<file path="src/rtl/rbm_hidden_sched.sv">
// Hidden-unit sequencer: walks j = 0..h_count-1, fetching column j, running the
// GEMV+sigmoid core, optionally Bernoulli-sampling, and writing the hidden buffer.
module rbm_hidden_sched #(
    parameter int I_DIM = 256,
    parameter int H_DIM = 64,
    localparam int HW = $clog2(H_DIM)
) (
    input  logic          clk,
    input  logic          rst,
    input  logic          start,
    input  logic          abort,
    input  logic [HW:0]   h_count,
    input  logic          sample_en,
    output logic          busy,
    output logic          done,
    output logic          err,
    output logic          col_req,
    output logic [HW-1:0] col_idx,
    input  logic          col_ready,
    output logic          core_start,
    input  logic          core_busy,
    input  logic [15:0]   core_p,
    input  logic [15:0]   rnd,
    output logic          h_we,
    output logic [HW-1:0] h_addr,
    output logic [15:0]   h_p,
    output logic          h_s
);

    if (H_DIM < 2 || I_DIM < 1) begin : g_bad_params
        $error("rbm_hidden_sched: H_DIM must be >= 2 and I_DIM >= 1");
    end

    typedef enum logic [2:0] {IDLE, REQ, LAUNCH, WAITB, RUN, WRITE, DRAIN} state_t;

    state_t        state;
    logic [HW-1:0] j;
    logic [HW:0]   h_cnt_q;
    logic          samp_q;
    logic          core_busy_q;

    logic start_ok;
    logic last_unit;
    logic s_next;

    assign start_ok  = (h_count != '0) && (h_count <= (HW+1)'(H_DIM));
    assign last_unit = ({1'b0, j} == (h_cnt_q - 1'b1));
    assign s_next    = samp_q && (rnd < core_p);

    always_ff @(posedge clk) begin
        if (rst) begin
            state       <= IDLE;
            j           <= '0;
            h_cnt_q     <= '0;
            samp_q      <= 1'b0;
            core_busy_q <= 1'b0;
            busy        <= 1'b0;
            done        <= 1'b0;
            err         <= 1'b0;
            col_req     <= 1'b0;
            col_idx     <= '0;
            core_start  <= 1'b0;
            h_we        <= 1'b0;
            h_addr      <= '0;
            h_p         <= '0;
            h_s         <= 1'b0;
        end else begin
            core_busy_q <= core_busy;
            err         <= 1'b0;
            done        <= 1'b0;
            core_start  <= 1'b0;
            h_we        <= 1'b0;

            // Abort preempts every active state; DRAIN itself just keeps draining.
            if (abort && state != IDLE && state != DRAIN) begin
                col_req <= 1'b0;
                state   <= DRAIN;
            end else begin
                case (state)
                    IDLE: begin
                        if (start) begin
                            if (start_ok) begin
                                h_cnt_q <= h_count;
                                samp_q  <= sample_en;
                                j       <= '0;
                                col_idx <= '0;
                                col_req <= 1'b1;
                                busy    <= 1'b1;
                                state   <= REQ;
                            end else begin
                                err <= 1'b1;
                            end
                        end
                    end
                    REQ: begin
                        if (col_ready) begin
                            core_start <= 1'b1;
                            state      <= LAUNCH;
                        end
                    end
                    LAUNCH: state <= WAITB;
                    WAITB: begin
                        if (core_busy) begin
                            col_req <= 1'b0;
                            state   <= RUN;
                        end
                    end
                    RUN: begin
                        if (core_busy_q && !core_busy) begin
                            h_we   <= 1'b1;
                            h_addr <= j;
                            h_p    <= core_p;
                            h_s    <= s_next;
                            done   <= last_unit;
                            state  <= WRITE;
                        end
                    end
                    WRITE: begin
                        if (last_unit) begin
                            busy  <= 1'b0;
                            state <= IDLE;
                        end else begin
                            j       <= j + 1'b1;
                            col_idx <= j + 1'b1;
                            col_req <= 1'b1;
                            state   <= REQ;
                        end
                    end
                    DRAIN: begin
                        if (!core_busy) begin
                            busy  <= 1'b0;
                            state <= IDLE;
                        end
                    end
                    default: state <= IDLE;
                endcase
            end
        end
    end

endmodule

</file>
<file path="config.mk">
export PLATFORM = sky130hd
export DESIGN_NAME = rbm_hidden_sched
export DESIGN_NICKNAME = d
export VERILOG_FILES = /design/src/rtl/rbm_hidden_sched.sv
export SDC_FILE = /design/constraint.sdc
export NUM_CORES = 1
export LEC_CHECK = 0
export BUFFER_PORTS_ARGS = -buffer_cell sky130_fd_sc_hd__buf_2
export CAP_MARGIN = 40
export CORE_ASPECT_RATIO = 1.2
export CORE_MARGIN = 2
export CORE_UTILIZATION = 45
export CTS_BUF_LIST = sky130_fd_sc_hd__clkbuf_4
export DETAILED_ROUTE_END_ITERATION = 8
export GPL_ROUTABILITY_DRIVEN = 0
export PLACE_DENSITY = 0.72
export SLEW_MARGIN = 20
export SYNTH_ARGS = -nofsm -noshare
export SYNTH_HDL_FRONTEND = slang
export SYNTH_SLANG_ARGS = --single-unit
</file>
<file path="constraint.sdc">
create_clock -name clk -period 6.2 [get_ports clk]
set_input_delay 1.24 -clock clk [delete_from_list [all_inputs] [get_ports clk]]
set_output_delay 1.24 -clock clk [all_outputs]
set_load 0.01 [all_outputs]
</file>
# ---- Yosys cells after proc, flatten, opt, wreduce, memory -nomap -nowiden
# Index checks and enable logic that the tools add are counted.
dict set report totals {
  n_memories 0
  reg_bits 47
  romBits 0
  latchBits 0
  out_inout_bits 35
  elab_cells 95
  in_bits 46
  mem_bits_rw 0
}
dict set report classes {
  n_addsub 2
  shift 0
  muxes 24
  bitwise_logic 6
  div_mod_pow 0
  n_lt_le_gt_ge 2
  reduce_logical 24
  n_eq_ne 22
  mul 0
}
# cell count
set ops {}
lappend ops {{$mux 3} 7}
lappend ops {{$ne 3x3->1 const B} 7}
lappend ops {{$pmux 3 s7} 1}
lappend ops {{$mux 6} 3}
lappend ops {{$reduce_and 6->1} 3}
lappend ops {{$lt 16x16->1} 1}
lappend ops {{$ne 2x2->1 const B} 8}
lappend ops {{$pmux 6 s2} 1}
lappend ops {{$mux 1} 10}
lappend ops {{$reduce_and 5->1} 2}
lappend ops {{$eq 3x3->1 const B} 3}
lappend ops {{$reduce_bool 3->1} 3}
lappend ops {{$reduce_or 4->1} 2}
lappend ops {{$eq 6x7->1} 1}
lappend ops {{$le 7x7->1 const B} 1}
lappend ops {{$reduce_bool 7->1} 1}
lappend ops {{$sub 7x1->7 const B} 1}
lappend ops {{$add 6x1->6 const B} 1}
lappend ops {{$eq 3x2->1 const B} 2}
lappend ops {{$not 1->1} 6}
lappend ops {{$pmux 1 s3} 2}
lappend ops {{$reduce_or 3->1} 2}
lappend ops {{$logic_and 1x1->1} 5}
lappend ops {{$reduce_and 4->1} 1}
lappend ops {{6 further kinds} 6}

# ---- Longest topological paths before layout
dict set report logic_depth {
  ltp_word 6
  ltp_mapped 8
  depth_no_buf 8
}

# ---- Least setup slack after synthesis
# OpenSTA, ideal clock, no wires.
dict set report synth_timing {
  kind {input -> register}
  from {input port h_count[0]}
  to {register j[5]}
  t_required_ps 6130
  path_stages 6
  setup_ps 70
  path_buffers 0
  setup_slack_ps 3154
  t_arrival_ps 2976
  path_cell_list {or4_4 o31ai_4 a32oi_1 a41o_2 or4_1 a21oi_1}
}
dict set report synth_between {
  elab_chain_len 4
  elab_cells_between_ends 5
  cone_classes {order compare (1); eq/ne (1); reduce/logical (3)}
}
# element line_no
set synth_lines {}
lappend synth_lines {{start, declared} 12} ;# input logic [HW:0] h_count,
lappend synth_lines {{$le 7x7->1 or $reduce_bool 7->1 (tied branches)} 46} ;# assign start_ok = (h_count != '0) && (h_count <= (HW+1)'(H_DIM));
lappend synth_lines {{$logic_and 1x1->1 (*)} 46}
lappend synth_lines {{$ne 2x2->1 (no line) (*)} --}
lappend synth_lines {{$reduce_and 5->1 (no line) (*)} --}
lappend synth_lines {{end signal, assigned} 123} ;# j <= j + 1'b1;
lappend synth_lines {{end, declared} 37} ;# logic [HW-1:0] j;
# Mark *: on every way between the ends. The rest lies on a longest branch, timed or not.
# A chain may end at the register's enable or synchronous reset.

# ---- Final worst setup path
# Ends and elaborated chain as after synthesis.

==> impl_results.md <==
* Area added between synthesis and finish at 18.6%
* Post-CTS Setup Inserts at 0
* DR DRC count at 0
* Via density at 5.34
* WL final at 5980 microns
* CTS root buf: clkbuf_4
* Initial Utilization at 0.458
* Worst slack, placed at 2940 ps
* Critical path arrival at 3190 ps
* Max-slew violation count at 0
* Worst Hold Class: register to register
* Ant diodes at 0
* Adder-Cell Fraction of Synth Area at 0.0830
* CP Capture Type: register
* Io pins at 81
* Commonest non-fill, non-tap cell in the layout: buf_2
* Synth top area share at 0.367
* Fin cells at 447
* Largest stage delay, worst path at 560 ps
* Synth warn at 0
* Wire length per cell at 13.4 microns
* Worst-path maximum fanout at 7
* Worst Tran Pin Value at 749 ps
* Starting DRT DRC Count at 85
* Maximum VDD drop at 0.000132 V
* Power density over cell area at 251 nW/um^2
* CTS tree: done
* Die W at 72.9 microns
* Worst Path Required at 6500 ps
* Bufs and invs on worst path at 1
* Max_slew headroom at 0.501
* Dpl cells at 439
* Leak at 1.44 nW
* Top FF cell, synth: dfxtp_1
* Via count at 2,387
* CORE AREA at 5590 sq um
* Complex-gate fraction of the synthesized area at 0.182
* Mapped cell area at 2560 sq um
* Post-synth top area cell: dfxtp_1
* Fmax at 0.346 GHz
* RSZ-0062 raised after global routing: false
* Tot Pwr at 0.761 mW
* Cells along the critical path: buf_2 > or4_4 > o31ai_4 > a32oi_1 > a41o_2 > or4_1 > a21oi_1
* Clk pwr share at 0.242
* Crit path max-delay cell type: or4_4
* Fin Setup TNS at 0 ps
* Die height at 86.7 microns
* Final setup violation count at 0
* Final global-route overflow total at 0
* Fraction of registers with async set/reset at 0
* Share of cells above drive strength 1 at 0.279
* Met1 Use GR at 0.244
* Synthesized net count at 370
* Tmin final at 2890 ps
* Mux cell area share after synthesis at 0.0396
* Met2 usage at 0.342
* Resize count post-CTS at 0
* Setup ws final at 3310 ps
* First-pass GRT wire length at 9940 microns
* Net switching power at 0.255 mW
* Final period util at 0.466
* Post-Synth Simple-Gate Area at 0.236
* CTS Sinks at 47
* Full die area at 6320 sq um
* CP startpoint kind: input pin
* Yosys cell types at 56
* Fin Clk Skew at 7.27 ps
* Hold-fix buffers, CTS at 0
* Busiest grt layer: met2
* Seq cells post-synth at 47
* Mapped Cells at 307
* Overall Global Routing Usage at 0.200
* Delay-heaviest family, CP: simple AND/OR/NAND/NOR gates
* Row Count at 30
* PortBufs at 80
* Syn Area/Cell at 8.35 sq um
* Top cells by area, synth: dfxtp_1, nand2_1, ha_1, a21oi_1, mux2i_1
* Filler Cell Count at 527
* Largest net degree at the start of global routing at 41
* DR pass1 iterations at 4
* Combinational share of power at 0.281
* Max cap viols at 0
* P_int at 0.506 mW
* Post-synth EDFFs at 0
* Cts bufs inserted at 5
* Nets at 445
* Placed wire-length estimate at 4440 microns
* Most frequent cells in the layout: buf_2, nand2_1, dfxtp_1
* Initial antenna violation count at 0
* Later-pin clock latency in the skew report at 360 ps
* Vias in the first global route at 2,204
* Post-route ant nets at 0
* Setup Crit Path Kind: input pin to register
* Switching portion of total power at 0.336
* Synth Area in XOR/XNOR at 0.0259
* Reg clk slew, reported paths at 140 ps
* Largest family of logic cells by synthesized area: simple AND/OR/NAND/NOR gates
* Sequential fraction of design power at 0.477
* Final Hold Fails at 0
* Outcome: complete, no violations
* Register area share after synthesis at 0.367
* H-tree levels at 2
* GR Layer Usage met3 at 0.0523
* Deepest clock path buffer count at 2
## stage by stage
step	util	cell area, sq um	hold slack (ps)
after floorplan	-	2560	464
after global placement	0.530	2960	440
after detailed placement	0.530	2960	444
after CTS	0.543	3040	463
after global routing	0.543	3040	482
final	0.543	3040	460
## Yosys cell counts (2+ instances only)
| master | number |
|---|---|
| nor3_1 | 3 |
| nand2_1 | 57 |
| ha_1 | 17 |
| inv_1 | 20 |
| nand2b_1 | 5 |
| and2_2 | 3 |
| clkbuf_1 | 8 |
| o31ai_1 | 4 |
| clkbuf_8 | 3 |
| a21o_1 | 7 |
| or4_4 | 2 |
| xnor2_1 | 2 |
| nor3b_1 | 2 |
| o211ai_1 | 2 |
| nand3_1 | 9 |
| a21oi_1 | 38 |
| dfxtp_1 | 47 |
| nor2_1 | 19 |
| o21ai_0 | 6 |
| nand3b_1 | 2 |
| or4_1 | 3 |
| xor2_1 | 3 |
| a221oi_1 | 2 |
| mux2i_1 | 9 |
| nand4_1 | 3 |
## cell families (layout without fill, tap and decap cells)
family / count (synthesis) / after routing
simple gates: 121 / 121
compound gates: 72 / 72
flops: 47 / 47
buf+inv: 34 / 110
fa+ha+maj: 17 / 17
mux: 10 / 10
xor+xnor: 6 / 6
## final cells by class
| cell class | instances | area (sq um) | share of cell area |
|---|---|---|---|
| multi-input combinational | 226 | 1450 | 0.477 |
| sequential | 47 | 941 | 0.310 |
| timing repair buffer | 82 | 415 | 0.137 |
| tap | 64 | 80.1 | 0.0264 |
| inverter | 20 | 75.1 | 0.0247 |
| clock inverter | 3 | 38.8 | 0.0128 |
| clock buffer | 5 | 37.5 | 0.0124 |
## power by group through the flow
stage	Clock, mW	Combinational, mW	Sequential, mW
after floorplan	0	0.180	0.353
after global placement	0	0.208	0.370
after detailed placement	0	0.214	0.370
after CTS	0.189	0.215	0.363
after global routing	0.201	0.243	0.369
final	0.184	0.214	0.363
## path summary, 6_finish.rpt
| kind | depth (start not counted) | startpoint | slack [ps] | end |
|---|---|---|---|---|
| max | 7 | h_count[0] | 3310 | j[5] |
| min reg2reg | 2 | h_addr[4] | 460 | h_addr[4] |
| max reg2reg | 8 | h_cnt_q[0] | 3880 | j[5] |
| min | 2 | h_addr[4] | 460 | h_addr[4] |
## worst reg2reg max path: cells and delay by family, from the launching register on
kind                     cells  cell delay [ps]
AND/OR/NAND/NOR              2              650
adder cells (fa/ha/maj)      1              210
buffers and inverters        1               60
AO/OA/AOI/OAI                3              690
multiplexers                 1              230
flip-flops                   1              430
## metal layers
metal  vias to the layer above  part of all wire
met3                         7             0.054
met1                      1102              0.44
met2                        56              0.49
li1                       1222                 -
met5                         -                 0
met4                         0             0.012
## sequential cells by signal, summed over array words and instances, names as in the netlist
name,count
h_p,16
err,1
h_we,1
busy,1
j,6
core_busy_q,1
samp_q,1
state,3
col_req,1
h_cnt_q,7
done,1
h_s,1
core_start,1
h_addr,6
Note: power is estimated with default switching activity, not from simulation.
